$ cat config.mk
export PLATFORM = sky130hd
export DESIGN_NAME = bconv_host_ctrl_flat
export DESIGN_NICKNAME = d
export VERILOG_FILES = /design/src/rtl/bconv_host_ctrl_pkg.sv /design/src/rtl/bconv_host_ctrl_if.sv /design/src/rtl/bconv_rd_fifo.sv /design/src/rtl/bconv_host_ctrl.sv /design/src/flat_wrapper.sv
export SDC_FILE = /design/constraint.sdc
export NUM_CORES = 1
export LEC_CHECK = 0
export BUFFER_PORTS_ARGS = -buffer_cell sky130_fd_sc_hd__buf_2
export CORE_ASPECT_RATIO = 1.5
export CORE_MARGIN = 3
export CORE_UTILIZATION = 55
export CTS_BUF_LIST = sky130_fd_sc_hd__clkbuf_8
export DETAILED_ROUTE_END_ITERATION = 7
export PLACE_DENSITY = 0.79
export SYNTH_ARGS = -nofsm -noshare
export SYNTH_HDL_FRONTEND = slang
export SYNTH_HIERARCHICAL = 1
export SYNTH_SLANG_ARGS = --single-unit
$ cat constraint.sdc
create_clock -name clk -period 4.03 [get_ports clk]
set_input_delay 0.806 -clock clk [delete_from_list [all_inputs] [get_ports clk]]
set_output_delay 0.806 -clock clk [all_outputs]
set_load 0.01 [all_outputs]
$ cat src/rtl/bconv_host_ctrl_pkg.sv
// rtl/bconv_host_ctrl_pkg.sv - shared types and constants for the bconv host controller
package bconv_host_ctrl_pkg;

    typedef enum logic [2:0] {
        S_LOAD,
        S_KICK,
        S_WAIT_HI,
        S_WAIT_LO,
        S_READ,
        S_DONE,
        S_ERR
    } state_t;

    localparam logic [7:0]  DIM_10    = 8'd10;
    localparam logic [7:0]  DIM_12    = 8'd12;
    localparam logic [7:0]  DIM_16    = 8'd16;
    localparam logic [15:0] TERM_WORD = 16'h00FF;
    localparam int          WT_ADDR   = 1;

    // A header is legal only for the matrix sizes the accelerator supports.
    function automatic logic dim_ok(input logic [7:0] n);
        return (n == DIM_10) || (n == DIM_12) || (n == DIM_16);
    endfunction

endpackage

$ cat src/rtl/bconv_host_ctrl_if.sv
// rtl/bconv_host_ctrl_if.sv - load word stream and result stream bundle
interface bconv_host_ctrl_if #(
    parameter int DATA_W = 16
);
    logic              in_valid;
    logic              in_ready;
    logic [DATA_W-1:0] in_data;
    logic              res_valid;
    logic              res_ready;
    logic [DATA_W-1:0] res_data;
    logic              res_last;

    modport master (
        output in_valid, in_data, res_ready,
        input  in_ready, res_valid, res_data, res_last
    );

    modport slave (
        input  in_valid, in_data, res_ready,
        output in_ready, res_valid, res_data, res_last
    );
endinterface

$ cat src/rtl/bconv_rd_fifo.sv
// rtl/bconv_rd_fifo.sv - 2-entry readback buffer with credit for 1-cycle-latency SRAM
module bconv_rd_fifo #(
    parameter int W = 16
) (
    input  logic         clk,
    input  logic         reset,
    input  logic         clr,
    input  logic         issue,
    input  logic [W-1:0] rd_data,
    input  logic         pop,
    output logic         credit,
    output logic         valid,
    output logic [W-1:0] data
);
    logic         inflight;
    logic [1:0]   count;
    logic         wp;
    logic         rp;
    logic [W-1:0] mem [0:1];
    logic         do_pop;

    // A new read may go out only if its data is guaranteed a free slot.
    assign credit = (count + {1'b0, inflight}) < 2'd2;
    assign valid  = (count != 2'd0);
    assign data   = mem[rp];
    assign do_pop = pop && valid;

    // Track the read in flight and the occupancy/pointers of the two slots.
    always_ff @(posedge clk) begin
        if (reset || clr) begin
            inflight <= 1'b0;
            count    <= 2'd0;
            wp       <= 1'b0;
            rp       <= 1'b0;
        end else begin
            inflight <= issue;
            if (inflight) begin
                wp <= ~wp;
            end
            if (do_pop) begin
                rp <= ~rp;
            end
            count <= count + {1'b0, inflight} - {1'b0, do_pop};
        end
    end

    // Capture SRAM data the cycle after its read was issued.
    always_ff @(posedge clk) begin
        if (inflight) begin
            mem[wp] <= rd_data;
        end
    end

endmodule

$ cat src/rtl/bconv_host_ctrl.sv
// rtl/bconv_host_ctrl.sv - host-side load/kick/readback controller for the bconv accelerator
module bconv_host_ctrl
    import bconv_host_ctrl_pkg::*;
#(
    parameter int ADDR_W   = 12,
    parameter int DATA_W   = 16,
    parameter int START_TO = 16,
    parameter int RUN_TO   = 65535
) (
    input  logic                 clk,
    input  logic                 reset,
    bconv_host_ctrl_if.slave     host,
    input  logic                 wt_wr_en,
    input  logic [8:0]           wt_data,
    output logic                 busy,
    output logic                 done,
    output logic                 error,
    output logic [ADDR_W-1:0]    isram_write_address,
    output logic [DATA_W-1:0]    isram_write_data,
    output logic                 isram_write_enable,
    output logic [ADDR_W-1:0]    wmem_write_address,
    output logic [DATA_W-1:0]    wmem_write_data,
    output logic                 wmem_write_enable,
    output logic [ADDR_W-1:0]    osram_read_address,
    input  logic [DATA_W-1:0]    osram_read_data,
    output logic                 dut_run,
    input  logic                 dut_busy
);
    localparam logic [ADDR_W-1:0] ONE       = 1;
    localparam logic [ADDR_W-1:0] TWO       = 2;
    localparam logic [15:0]       START_LIM = 16'(START_TO - 1);
    localparam logic [15:0]       RUN_LIM   = 16'(RUN_TO - 1);

    state_t              state;
    state_t              state_d;
    logic [ADDR_W-1:0]   wr_addr;
    logic [ADDR_W-1:0]   out_total;
    logic [ADDR_W-1:0]   rd_addr;
    logic [ADDR_W-1:0]   pop_idx;
    logic [7:0]          rows_left;
    logic                hdr_exp;
    logic                term_pend;
    logic [15:0]         tmr;
    logic                accept;
    logic                term_hit;
    logic                bad_word;
    logic                write_ok;
    logic                wt_ok;
    logic                issue;
    logic                pop;
    logic                fifo_credit;
    logic                fifo_valid;
    logic [DATA_W-1:0]   fifo_data;

    // Once the terminator is taken, no more words until the load is closed out.
    assign host.in_ready = (state == S_LOAD) && !term_pend;
    assign accept        = host.in_valid && host.in_ready;
    assign term_hit      = accept && hdr_exp && (host.in_data == TERM_WORD);
    assign bad_word      = accept && ((hdr_exp && !term_hit && !dim_ok(host.in_data[7:0])) ||
                                      ((wr_addr == '1) && !term_hit));
    assign write_ok      = accept && !bad_word;
    assign wt_ok         = wt_wr_en && (state == S_LOAD) && (state_d != S_ERR);

    assign issue         = (state == S_READ) && fifo_credit && (rd_addr < out_total);
    assign pop           = fifo_valid && host.res_ready;
    assign host.res_valid = fifo_valid;
    assign host.res_data  = fifo_data;
    assign host.res_last  = fifo_valid && (pop_idx == out_total - ONE);

    assign busy               = (state != S_LOAD);
    assign done               = (state == S_DONE);
    assign error              = (state == S_ERR);
    assign dut_run            = (state == S_KICK);
    assign osram_read_address = rd_addr;

    // State register.
    always_ff @(posedge clk) begin
        if (reset) begin
            state <= S_LOAD;
        end else begin
            state <= state_d;
        end
    end

    // Next-state: load, kick, wait for busy edge pair, read back, finish.
    always_comb begin
        state_d = state;
        case (state)
            S_LOAD: begin
                if (bad_word) begin
                    state_d = S_ERR;
                end else if (term_pend) begin
                    state_d = (out_total == '0) ? S_DONE : S_KICK;
                end
            end
            S_KICK:    state_d = S_WAIT_HI;
            S_WAIT_HI: begin
                if (dut_busy) begin
                    state_d = S_WAIT_LO;
                end else if (tmr == START_LIM) begin
                    state_d = S_ERR;
                end
            end
            S_WAIT_LO: begin
                if (!dut_busy) begin
                    state_d = S_READ;
                end else if (tmr == RUN_LIM) begin
                    state_d = S_ERR;
                end
            end
            S_READ: begin
                if (pop && host.res_last) begin
                    state_d = S_DONE;
                end
            end
            S_DONE:  state_d = S_LOAD;
            S_ERR:   state_d = S_ERR;
            default: state_d = S_ERR;
        endcase
    end

    // Per-state cycle timer, restarted on every state change.
    always_ff @(posedge clk) begin
        if (reset || (state != state_d)) begin
            tmr <= '0;
        end else begin
            tmr <= tmr + 16'd1;
        end
    end

    // Header/row parser and input SRAM write pointer.
    always_ff @(posedge clk) begin
        if (reset || (state == S_DONE)) begin
            wr_addr   <= '0;
            out_total <= '0;
            rows_left <= '0;
            hdr_exp   <= 1'b1;
            term_pend <= 1'b0;
        end else if (write_ok) begin
            wr_addr <= wr_addr + ONE;
            if (hdr_exp) begin
                if (term_hit) begin
                    term_pend <= 1'b1;
                end else begin
                    rows_left <= host.in_data[7:0];
                    out_total <= out_total + {{(ADDR_W-8){1'b0}}, host.in_data[7:0]} - TWO;
                    hdr_exp   <= 1'b0;
                end
            end else begin
                rows_left <= rows_left - 8'd1;
                if (rows_left == 8'd1) begin
                    hdr_exp <= 1'b1;
                end
            end
        end
    end

    // Registered input-SRAM and weight-SRAM write ports.
    always_ff @(posedge clk) begin
        if (reset) begin
            isram_write_enable  <= 1'b0;
            isram_write_address <= '0;
            isram_write_data    <= '0;
            wmem_write_enable   <= 1'b0;
            wmem_write_address  <= '0;
            wmem_write_data     <= '0;
        end else begin
            isram_write_enable <= write_ok;
            if (write_ok) begin
                isram_write_address <= wr_addr;
                isram_write_data    <= host.in_data;
            end
            wmem_write_enable <= wt_ok;
            if (wt_ok) begin
                wmem_write_address <= ADDR_W'(WT_ADDR);
                wmem_write_data    <= {{(DATA_W-9){1'b0}}, wt_data};
            end
        end
    end

    // Readback address and popped-entry index, both restarting on entry to S_READ.
    always_ff @(posedge clk) begin
        if (reset || (state != S_READ)) begin
            rd_addr <= '0;
            pop_idx <= '0;
        end else begin
            if (issue) begin
                rd_addr <= rd_addr + ONE;
            end
            if (pop) begin
                pop_idx <= pop_idx + ONE;
            end
        end
    end

    bconv_rd_fifo #(.W(DATA_W)) u_rd_fifo (
        .clk     (clk),
        .reset   (reset),
        .clr     (state != S_READ),
        .issue   (issue),
        .rd_data (osram_read_data),
        .pop     (pop),
        .credit  (fifo_credit),
        .valid   (fifo_valid),
        .data    (fifo_data)
    );

endmodule

$ cat src/flat_wrapper.sv
// flat-port wrapper written by rule: the top's interface ports become plain ports
module bconv_host_ctrl_flat import bconv_host_ctrl_pkg::*;
#(
    parameter int ADDR_W   = 12,
    parameter int DATA_W   = 16,
    parameter int START_TO = 16,
    parameter int RUN_TO   = 65535
)
  (clk, reset, wt_wr_en, wt_data, busy, done, error, isram_write_address, isram_write_data, isram_write_enable, wmem_write_address, wmem_write_data, wmem_write_enable, osram_read_address, osram_read_data, dut_run, dut_busy, host_in_valid, host_in_data, host_res_ready, host_in_ready, host_res_valid, host_res_data, host_res_last);
  bconv_host_ctrl_if #(.DATA_W(DATA_W)) host_i ();
  input  logic clk;
  input  logic reset;
  input  logic wt_wr_en;
  input  logic [8:0] wt_data;
  output logic busy;
  output logic done;
  output logic error;
  output logic [ADDR_W-1:0] isram_write_address;
  output logic [DATA_W-1:0] isram_write_data;
  output logic isram_write_enable;
  output logic [ADDR_W-1:0] wmem_write_address;
  output logic [DATA_W-1:0] wmem_write_data;
  output logic wmem_write_enable;
  output logic [ADDR_W-1:0] osram_read_address;
  input  logic [DATA_W-1:0] osram_read_data;
  output logic dut_run;
  input  logic dut_busy;
  input wire logic [$bits(host_i.in_valid)-1:0] host_in_valid;
  input wire logic [$bits(host_i.in_data)-1:0] host_in_data;
  input wire logic [$bits(host_i.res_ready)-1:0] host_res_ready;
  output wire logic [$bits(host_i.in_ready)-1:0] host_in_ready;
  output wire logic [$bits(host_i.res_valid)-1:0] host_res_valid;
  output wire logic [$bits(host_i.res_data)-1:0] host_res_data;
  output wire logic [$bits(host_i.res_last)-1:0] host_res_last;
  assign host_i.in_valid = host_in_valid;
  assign host_i.in_data = host_in_data;
  assign host_i.res_ready = host_res_ready;
  assign host_in_ready = host_i.in_ready;
  assign host_res_valid = host_i.res_valid;
  assign host_res_data = host_i.res_data;
  assign host_res_last = host_i.res_last;
  bconv_host_ctrl #(.ADDR_W(ADDR_W), .DATA_W(DATA_W), .START_TO(START_TO), .RUN_TO(RUN_TO)) u_core (.clk(clk), .reset(reset), .host(host_i), .wt_wr_en(wt_wr_en), .wt_data(wt_data), .busy(busy), .done(done), .error(error), .isram_write_address(isram_write_address), .isram_write_data(isram_write_data), .isram_write_enable(isram_write_enable), .wmem_write_address(wmem_write_address), .wmem_write_data(wmem_write_data), .wmem_write_enable(wmem_write_enable), .osram_read_address(osram_read_address), .osram_read_data(osram_read_data), .dut_run(dut_run), .dut_busy(dut_busy));
endmodule
Word level (Yosys, flattened, before mapping)

Memory sizes are Yosys's and may differ from the RTL's. A register that Yosys moved wholly into a read port is not among the register bits.
Index checks and enable logic that the tools add are counted.

Memory bits (writable): 32
Memories kept: 1
Bits in registers: 122
Latch bits: 0
ROM bits: 0
Output and inout bits: 93

Shift-type cells: 0
$add $sub $neg: 10
Multiplexer cells: 18
Divide/modulo/power cells: 0
Reduce and logical (&&, ||, !) cells: 34
Multiply operators: 0
Order comparisons: 2
Bitwise logic cells: 3
Equality and inequality tests: 19

Memories:

| name                 | words | width | rd ports | clocked after Yosys merged registers in | write ports | line                | text |
|---|---|---|---|---|---|---|---|
| u_core.u_rd_fifo.mem | 2     | 16    | 1        | 1                                       | 1           | bconv_rd_fifo.sv:19 | `logic [W-1:0] mem [0:1];` |

Operators by type and width:

| kind                  | count |
|---|---|
| $add 12x1->12 const B | 3 |
| $mux 3                | 8 |
| $pmux 3 s6            | 1 |
| $logic_and 1x1->1     | 17 |
| $add 16x1->16 const B | 1 |
| $eq 16x16->1 const B  | 1 |
| $eq 16x4->1 const B   | 1 |
| $eq 16x8->1 const B   | 1 |
| $eq 8x4->1 const B    | 2 |
| $mux 8                | 2 |
| $add 12x8->12         | 1 |
| $eq 12x12->1          | 1 |
| $eq 12x12->1 const B  | 1 |
| $logic_not 12->1      | 1 |
| $lt 12x12->1          | 1 |
| $sub 12x1->12 const B | 1 |
| $sub 12x2->12 const B | 1 |
| $eq 3x3->1 const B    | 3 |
| $eq 8x1->1 const B    | 1 |
| $eq 8x5->1 const B    | 1 |
| $sub 8x1->8 const B   | 1 |
| $mux 1                | 7 |
| $eq 3x2->1 const B    | 2 |
| $logic_or 1x1->1      | 6 |
| other kinds (14)      | 21 |

Depth between registers and ports, before layout

Gate-level depths: netlist of the first run.

Word-level depth: 14
Gate-level depth with buffers: 13
Gate-level depth less buffers: 13

By module

Netlist of the first run, hierarchy kept.

By module, submodules not included:

| module          | cells each | area each (µm²) | instances | seq. area each (µm²) |
|---|---|---|---|---|
| bconv_host_ctrl | 792        | 6434.9          | 1         | 2342.2 |
| bconv_rd_fifo   | 75         | 1491.4          | 1         | 1081.0 |

Least setup slack after synthesis of the first run

OpenSTA, ideal clock, no wires.

Path type: register to output
Start point: reg u_core.out_total[0]
End point: out host_res_last
Path slack: 1.033 ns
Arrival: 2.191 ns
Stages on the path, launching flop included: 8
Cell sequence: dfxtp_1 inv_1 ha_1 or3b_2 clkbuf_1 o31ai_1 nand2_1 nor4_1

Cells in the longest elaborated chain, start to end: 3

Ends and longest elaborated chain:

| item                   | line                   | text |
|---|---|---|
| start, declared        | bconv_host_ctrl.sv:37  | `logic [ADDR_W-1:0] out_total;` |
| start signal, assigned | bconv_host_ctrl.sv:146 | `out_total <= out_total + {{(ADDR_W-8){1'b0}}, host.in_data[7:0]} - TWO;` |
| $sub 12x1->12          | bconv_host_ctrl.sv:68  | `assign host.res_last = fifo_valid && (pop_idx == out_total - ONE);` |
| $eq 12x12->1           | bconv_host_ctrl.sv:68  |  |
| $logic_and 1x1->1      | bconv_host_ctrl.sv:68  |  |
| end, declared          | flat_wrapper.sv:34     | `output wire logic [$bits(host_i.res_last)-1:0] host_res_last;` |

Every way passes these cells.

Final worst setup path of the first run

Start point: reg u_core.out_total[1]
End point: out host_res_last

The elaborated chain is that of the path after synthesis.

==> impl_metrics.py, run 1 <==
metrics = {
    "floorplan": {
        "die_w_um": 104,
        "core_area_mm2": 0.0141,
        "std_cell_rows": 53,
        "die_h_um": 153,
        "dieArea_mm2": 0.0159,
        "start_util_pct": 56.4,
        "ioPinCount": 140,
    },
    "synthesis": {
        "synthFlopType": "dfxtp_1",
        "synth_top_area_cell": "dfxtp_1",
        "synth_top_cell_area_share_pct": 31.1,
        "yosys-top-cells-area": "dfxtp_1 31%, edfxtp_1 12%, ha_1 6.9%",
        "ys_seq_elements": 155,
        "synth-seq-area-share_pct": 43.2,
        "synth_cell_type_count": 72,
        "synth.most_common_cell": "dfxtp_1",
        "async_flop_share_pct": 0,
        "synth_common_cells": "123 x dfxtp_1, 106 x nand2_1, 84 x nor2_1, 65 x a21oi_1, 49 x inv_1",
        "syn_area_mm2": 0.00793,
        "synth_edf_count": 32,
        "yosys_warnings": 6,
        "synth_cells": 867,
        "syn_avg_cell_area_um2": 9.14,
    },
    "clocking": {
        "cts_resized": 0,
        "clockBufferDepth": 2,
        "numCtsBuffers": 17,
        "clk-insertion-delay-late_ns": 0.45,
        "hold_buffers": 0,
        "cts.sinks": 155,
        "cts_tree": "built",
        "ctsRootBufferMaster": "clkbuf_8",
        "clk_pin_slew_ns": 0.10,
        "cts-htree-levels": 4,
        "post_cts_buffers": 0,
    },
    "placed_design": {
        "hpwl_mm": 12.5,
        "dp_slack_ns": 0.744,
        "place_congestion": 0.853,
        "placed_cells": 1146,
        "port_buffers": 121,
    },
    "hold_path": {
        "min_path_type": "register to register",
        "whs_path_depth": 2,
    },
    "layout": {
        "layout.nets": 1065,
        "drive_gt1_share_pct": 19.6,
        "instances_no_fill": 1178,
        "n_antenna_cell": 0,
        "syn_to_final_growth_pct": 13.3,
        "fin_util_pct": 63.9,
    },
    "global_route": {
        "grt_pass1_vias": 6144,
        "grt_pass1_wl_mm": 28.7,
        "grt_usage_pct": 21.5,
        "grt_start_max_net_pins": 37,
        "antenna_found_initial": 0,
        "grt-ovfl-total": 0,
    },
    "flow_run": {
        "maxCapViolCount": 0,
    },
    "timing": {
        "setup_viol": 0,
        "rsz0062_at_grt": "false",
        "slew_violations": 0,
        "period_minus_slack_ns": 3.75,
        "finClkSkew_ns": 0.0219,
        "finalCritPeriodShare_pct": 93.1,
        "max_slew_margin_pct": 41.4,
        "hold_ws_ns": 0.451,
        "hold_violations": 0,
        "timing.setup.tns_ns": 0,
        "layout_setup_ws_ns": 0.279,
        "tightest_slew_ns": 0.875,
        "fmax_ghz": 0.267,
    },
    "setup_path": {
        "crit_required_ns": 3.22,
        "worstSetupPathType": "register to output pin",
        "critPathMaxFanout": 5,
        "cp-end-kind": "output pin",
        "cp_slowest_stage_delay_ns": 0.53,
        "cp_slowest_cell": "or3b_2",
        "worstPathArrival_ns": 2.94,
        "rr_worst_depth": 9,
        "critPathLaunchType": "register",
        "worstPathCellList": "inv_1 > ha_1 > or3b_2 > or2_1 > xnor2_1 > a21oi_1 > nor4_1 > buf_2",
    },
    "routing": {
        "wl_per_cell_um": 14.3,
        "dr_total_vias": 6289,
        "wl_mm": 16.9,
        "first_iter_violations": 232,
        "drt_pre_antenna_iters": 4,
        "ant_nets": 0,
        "drc_errors": 0,
        "vias_per_cell": 5.34,
    },
    "pwr": {
        "vdd_drop_max_mv": 0.359,
        "power_leakage_nw": 3.72,
        "p_per_area_mw_per_mm2": 338,
    },
    "status": {
        "outcome": "finished, final reports clean",
    },
}
==> area by class of cell <==
type	instances	area [um^2]
Sequential cell	155	3420
Fill cell	1230	5080
Timing Repair Buffer	127	663
Clock buffer	17	234
Tap cell	192	240
Clock inverter	15	189
Inverter	50	188
Multi-Input combinational cell	622	4040
==> metal layers <==
metal	global-route usage (%)	wire, um
met2	39.4	8880
met3	4.73	698
met4	7.92	318
met5	0	0
met1	24.4	6960
==> state kept, by name, summed over array words and instances (netlist names), 3 cells and up, named ones only <==
name and cells:
u_core/tmr 16, u_core/osram_read_address 12, u_core/u_rd_fifo/mem 32, u_core/wr_addr 12, u_core/state 3, u_core/out_total 12, u_core/isram_write_address 12, u_core/wmem_write_data 9
u_core/isram_write_data 16, u_core/pop_idx 12, u_core/rows_left 8
==> kinds of logic (layout without fill, tap and decap cells) <==
logic type / after synthesis / after routing / synth area share [%]
flops: 155 / 155 / 43.2
mux: 31 / 31 / 4.83
xor+xnor: 70 / 70 / 7.73
buf+inv: 107 / 209 / 6.66
other cells: 1 / 18 / 0.0473
simple gates: 329 / 329 / 20.1
compound gates: 129 / 129 / 10.3
fa+ha+maj: 45 / 45 / 7.20
==> per-stage QoR <==
stage / cell area [um^2] / power (mW)
final: 8980 / 3.04
after global routing: 8980 / 3.17
after CTS: 8980 / 3.08
after detailed placement: 8560 / 1.89
after global placement: 8560 / 1.89
after floorplan: 7990 / 1.83
==> power breakdown <==
part	total [mW]	internal, mW	switching (mW)	leakage [nW]
combinational	0.240	0.0944	0.145	2.23
clock	1.18	0.481	0.702	0.211
sequential	1.61	1.60	0.0177	1.28
==> worst max-delay path, delay by kind of cell (launching register included) <==
| kind | cells | cell delay (ns) |
|---|---|---|
| flops | 1 | 0.34 |
| xor+xnor | 1 | 0.17 |
| simple gates | 3 | 1.26 |
| fa+ha+maj | 1 | 0.27 |
| buf+inv | 2 | 0.37 |
| compound gates | 1 | 0.10 |
==> path summary, 6_finish.rpt <==
path / from / endpoint / slack [ns]
max: u_core/out_total[1] / host_res_last / 0.28
min: u_core/wmem_write_address[0] / u_core/wmem_write_address[0] / 0.45
max reg2reg: u_core/out_total[1] / u_core/tmr[15] / 0.96
min reg2reg: u_core/wmem_write_address[0] / u_core/wmem_write_address[0] / 0.45
==> cells in the final DEF (no fill, tap or decap), drive strengths merged, types with 12 or more instances in the layout <==
| master | n |
|---|---|
| buf | 127 |
| dfxtp | 123 |
| nand2 | 106 |
| nor2 | 85 |
| a21oi | 65 |
| inv | 55 |
| ha | 44 |
| xor2 | 36 |
| xnor2 | 34 |
| edfxtp | 32 |
| nand3 | 24 |
| nor3 | 24 |
| nand4 | 19 |
| mux2 | 19 |
| conb | 18 |
| o21ai | 18 |
| clkbuf | 17 |
| mux2i | 12 |
No activity file was read; power rests on OpenSTA's default activity.
==> run 2: changes to the inputs <==
--- a/config.mk
+++ b/config.mk
@@ -11,8 +11,10 @@
 export CORE_UTILIZATION = 55
 export CTS_BUF_LIST = sky130_fd_sc_hd__clkbuf_8
 export DETAILED_ROUTE_END_ITERATION = 7
+export MAX_ROUTING_LAYER = met4
 export PLACE_DENSITY = 0.79
 export SYNTH_ARGS = -nofsm -noshare
 export SYNTH_HDL_FRONTEND = slang
 export SYNTH_HIERARCHICAL = 1
 export SYNTH_SLANG_ARGS = --single-unit
+export TNS_END_PERCENT = 5
==> impl_metrics.py, run 2 (synthesis results as in run 1) <==
metrics = {
    "floorplan": {
        "ioPinCount": 140,
        "die_h_um": 153,
        "die_w_um": 104,
        "start_util_pct": 56.4,
        "core_area_mm2": 0.0141,
        "std_cell_rows": 53,
        "dieArea_mm2": 0.0159,
    },
    "flow_run": {
        "maxCapViolCount": 0,
    },
    "global_route": {
        "antenna_found_initial": 0,
        "grt_pass1_vias": 6146,
        "grt-ovfl-total": 0,
        "grt_usage_pct": 22.1,
        "grt_pass1_wl_mm": 28.6,
        "grt_start_max_net_pins": 37,
    },
    "status": {
        "outcome": "finished, final reports clean",
    },
    "timing": {
        "setup_viol": 0,
        "slew_violations": 0,
        "timing.setup.tns_ns": 0,
        "max_slew_margin_pct": 41.9,
        "hold_violations": 0,
        "period_minus_slack_ns": 3.75,
        "layout_setup_ws_ns": 0.277,
        "fmax_ghz": 0.266,
        "rsz0062_at_grt": "false",
        "finClkSkew_ns": 0.0232,
        "tightest_slew_ns": 0.869,
        "finalCritPeriodShare_pct": 93.1,
    },
    "layout": {
        "n_antenna_cell": 0,
        "layout.nets": 1065,
        "layout_commonest_cell": "dfxtp_1",
        "top_register": "u_core/u_rd_fifo/mem",
        "drive_gt1_share_pct": 19.6,
        "reg.largest.list": "u_core/u_rd_fifo/mem x32, u_core/isram_write_data x16, u_core/tmr x16",
        "mostFrequentLayoutCells": "123 x dfxtp_1, 121 x buf_2, 106 x nand2_1",
        "largest_reg_flops": 32,
        "fin_util_pct": 63.9,
        "syn_to_final_growth_pct": 13.3,
    },
    "setup_path": {
        "critPathLaunchType": "register",
        "worstPathArrival_ns": 2.95,
        "worstSetupPathType": "register to output pin",
        "critPathMaxFanout": 5,
        "crit_required_ns": 3.22,
        "cp-end-kind": "output pin",
    },
    "routing": {
        "first_iter_violations": 241,
        "vias_per_cell": 5.32,
        "ant_nets": 0,
        "dr_total_vias": 6270,
        "wl_per_cell_um": 14.4,
        "wl_mm": 16.9,
        "drt_pre_antenna_iters": 7,
        "drc_errors": 0,
    },
    "placed_design": {
        "port_buffers": 121,
        "dp_slack_ns": 0.744,
        "place_congestion": 0.867,
        "hpwl_mm": 12.5,
    },
    "hold_path": {
        "min_path_type": "register to register",
    },
    "clocking": {
        "cts-htree-levels": 4,
        "numCtsBuffers": 17,
        "hold_buffers": 0,
        "clk-insertion-delay-late_ns": 0.45,
        "cts.sinks": 155,
        "ctsRootBufferMaster": "clkbuf_8",
        "clk_pin_slew_ns": 0.10,
        "cts_tree": "built",
        "post_cts_buffers": 0,
        "cts_resized": 0,
        "clockBufferDepth": 2,
    },
    "pwr": {
        "power_leakage_nw": 3.72,
        "p_per_area_mw_per_mm2": 339,
        "vdd_drop_max_mv": 0.363,
        "power_mw": 3.04,
    },
}
==> run 2: per-layer routing <==
layer / vias to the layer above / track usage (%) / part of all wire (%)
li1: 3178 / - / -
met4: 0 / 7.98 / 1.4
met3: 22 / 4.10 / 3.8
met5: - / - / 0
met2: 146 / 39.3 / 54
met1: 2924 / 24.7 / 41
==> run 2: cell type report <==
type / count / area, um^2
clock buffers: 17 / 234
clock inverters: 15 / 189
fillers: 1230 / 5080
inverters: 50 / 188
multi-input cells: 622 / 4040
flip-flops and latches: 155 / 3420
well taps: 192 / 240
repair buffers: 127 / 663
==> run 2: worst max-delay path, stage by stage, from the launching register on <==
cell and delay [ns]:
dfxtp_1 0.34, inv_1 0.13, ha_1 0.26, or3b_2 0.53
or2_1 0.32, xnor2_1 0.17, a21oi_1 0.10, nor4_1 0.41
buf_2 0.24
==> run 2: worst paths after layout <==
check	startpoint	end	slack, ns	cells after the start
max	u_core/out_total[1]	host_res_last	0.28	8
min	u_core/wmem_write_address[0]	u_core/wmem_write_address[0]	0.45	2
max reg2reg	u_core/out_total[1]	u_core/tmr[15]	0.96	9
min reg2reg	u_core/wmem_write_address[0]	u_core/wmem_write_address[0]	0.45	2
==> run 2: report_power, final <==
part	internal, mW	switching (mW)	leakage [nW]
logic	0.0944	0.146	2.23
registers	1.60	0.0177	1.28
clock network	0.481	0.705	0.211
total	2.17	0.868	3.72
==> run 2: per-stage QoR <==
stage | instances | instance area, um^2 | hold WS [ns]
2_1_floorplan | 884 | 7990 | 0.441
3_3_place_gp | 1146 | 8560 | 0.432
3_5_place_dp | 1146 | 8560 | 0.441
4_1_cts | 1178 | 8980 | 0.456
5_1_grt | 1178 | 8980 | 0.472
6_report | 1178 | 8980 | 0.451
==> run 3: changes to the inputs <==
--- a/config.mk
+++ b/config.mk
@@ -5,14 +5,14 @@
 export SDC_FILE = /design/constraint.sdc
 export NUM_CORES = 1
 export LEC_CHECK = 0
-export BUFFER_PORTS_ARGS = -buffer_cell sky130_fd_sc_hd__buf_2
 export CORE_ASPECT_RATIO = 1.5
 export CORE_MARGIN = 3
 export CORE_UTILIZATION = 55
 export CTS_BUF_LIST = sky130_fd_sc_hd__clkbuf_8
 export DETAILED_ROUTE_END_ITERATION = 7
+export DONT_BUFFER_PORTS = 1
 export MAX_ROUTING_LAYER = met4
-export PLACE_DENSITY = 0.79
+export PLACE_DENSITY = 0.7
 export SYNTH_ARGS = -nofsm -noshare
 export SYNTH_HDL_FRONTEND = slang
 export SYNTH_HIERARCHICAL = 1
==> impl_metrics.py, run 3 (synthesis results as in run 1) <==
metrics = {
    "placed_design": {
        "hpwl_mm": 12.7,
        "port_buffers": 0,
        "place_congestion": 0.896,
        "dpl_cell_area_mm2": 0.00795,
    },
    "layout": {
        "layout.nets": 945,
        "mostFrequentLayoutCells": "123 x dfxtp_1, 106 x nand2_1, 84 x nor2_1",
        "top_register": "u_core/u_rd_fifo/mem",
        "drive_gt1_share_pct": 8.08,
        "final_area_mm2": 0.00834,
        "layout_commonest_cell": "dfxtp_1",
        "largest_reg_flops": 32,
        "nFillCells": 1260,
        "regArea_mm2": 0.00342,
        "fin_util_pct": 59.4,
        "multiInputGateArea_mm2": 0.00404,
        "syn_to_final_growth_pct": 5.27,
        "n_antenna_cell": 0,
        "reg.largest.list": "u_core/u_rd_fifo/mem x32, u_core/isram_write_data x16, u_core/tmr x16",
    },
    "setup_path": {
        "cp_slowest_cell": "or3b_2",
        "crit_family": "simple AND/OR/NAND/NOR gates",
        "worstPathCellList": "inv_1 > ha_1 > or3b_2 > o31ai_1 > nand2_1 > nor4_1 > buf_4",
        "critPathLaunchType": "register",
        "crit_required_ns": 3.22,
        "cp_slowest_stage_delay_ns": 0.53,
        "crit_buf_inv": 2,
        "worstPathArrival_ns": 2.72,
        "cp-end-kind": "output pin",
        "worstSetupPathType": "register to output pin",
        "critPathMaxFanout": 5,
    },
    "pwr": {
        "p_sw_share_pct": 25.6,
        "p_sw_mw": 0.769,
        "p_int_mw": 2.24,
        "clkPwrFrac_pct": 39.7,
        "power_mw": 3.00,
        "vdd_drop_max_mv": 0.210,
        "power_leakage_nw": 3.14,
        "pwr-share-seq_pct": 54.0,
        "power_frac_comb_pct": 6.4,
        "p_per_area_mw_per_mm2": 360,
    },
    "clocking": {
        "clk_pin_slew_ns": 0.09,
        "cts_tree": "built",
        "numCtsBuffers": 17,
        "hold_buffers": 0,
        "ctsRootBufferMaster": "clkbuf_8",
        "clk-insertion-delay-late_ns": 0.44,
        "clockBufferDepth": 2,
        "cts.sinks": 155,
        "cts_resized": 0,
        "cts-htree-levels": 4,
        "post_cts_buffers": 0,
    },
    "timing": {
        "fmax_ghz": 0.283,
        "hold_violations": 0,
        "finClkSkew_ns": 0.0119,
        "tightest_slew_ns": 0.892,
        "rsz0062_at_grt": "false",
        "hold_ws_ns": 0.437,
        "slew_violations": 0,
        "timing.setup.tns_ns": 0,
        "setup_viol": 0,
        "finalCritPeriodShare_pct": 87.6,
        "period_minus_slack_ns": 3.53,
        "max_slew_margin_pct": 40.3,
    },
    "hold_path": {
        "min_path_type": "primary input to register",
    },
    "routing": {
        "wl_mm": 17.0,
        "ant_nets": 0,
        "dr_total_vias": 5888,
        "first_iter_violations": 366,
        "wl_per_cell_um": 16.1,
        "drt_pre_antenna_iters": 4,
        "vias_per_cell": 5.57,
        "drc_errors": 0,
    },
    "floorplan": {
        "std_cell_rows": 53,
        "ioPinCount": 140,
        "core_area_mm2": 0.0141,
        "die_h_um": 153,
        "die_w_um": 104,
        "start_util_pct": 56.4,
        "dieArea_mm2": 0.0159,
    },
    "global_route": {
        "grt_pass1_vias": 5858,
        "antenna_found_initial": 0,
        "grt_start_max_net_pins": 56,
        "grt-ovfl-total": 0,
        "grt_pass1_wl_mm": 28.2,
        "grt_usage_pct": 22.1,
    },
    "flow_run": {
        "maxCapViolCount": 0,
    },
    "status": {
        "outcome": "finished, final reports clean",
    },
}
run 3: path summary, 6_finish.rpt:
path                            slack [ns]  cells past startpoint                start                  end
worst max register to register        0.99                      9  u_core/out_total[1]       u_core/tmr[13]
worst min register to register        0.47                      2  u_core/rows_left[1]  u_core/rows_left[1]
worst min-delay path                  0.44                      1                reset  u_core/u_rd_fifo/wp
worst max-delay path                  0.50                      7  u_core/out_total[1]        host_res_last
run 3: routing by layer:
metal	up-vias	wire [um]	track usage, %
met1	2777	6780	23.6
met3	30	846	5.11
li1	2930	-	-
met2	151	8910	39.0
met5	-	0	-
met4	0	473	9.57
run 3: metrics by stage:
step,setup slack (ns),instances
final,0.501,1058
after floorplan,1.03,884
after CTS,0.449,1058
after global placement,0.890,1026
after global routing,0.326,1058
after detailed placement,0.848,1026
run 3: area by class of cell:
type	instances	share of cell area, %
Sequential cell	155	41.0
Clock buffer	17	2.80
Multi-Input combinational cell	622	48.4
Tap cell	192	2.88
Inverter	50	2.25
Clock inverter	15	1.96
Timing Repair Buffer	7	0.630
run 3: power by group through the flow:
stage	sequential, mW	combinational [mW]	clock (mW)
3_5_place_dp	1.66	0.191	0
6_report	1.62	0.192	1.19
3_3_place_gp	1.66	0.186	0
2_1_floorplan	1.65	0.178	0
5_1_grt	1.62	0.214	1.28
4_1_cts	1.62	0.192	1.22
run 3: worst register-to-register path: stages, from the launching register on:
cell       delay (ns)
dfxtp_1          0.34
inv_1            0.14
ha_1             0.26
or3b_2           0.53
or2_1            0.30
xnor2_1          0.15
a21oi_1          0.11
nand4bb_4        0.22
o41ai_4          0.74
nor2_1           0.12
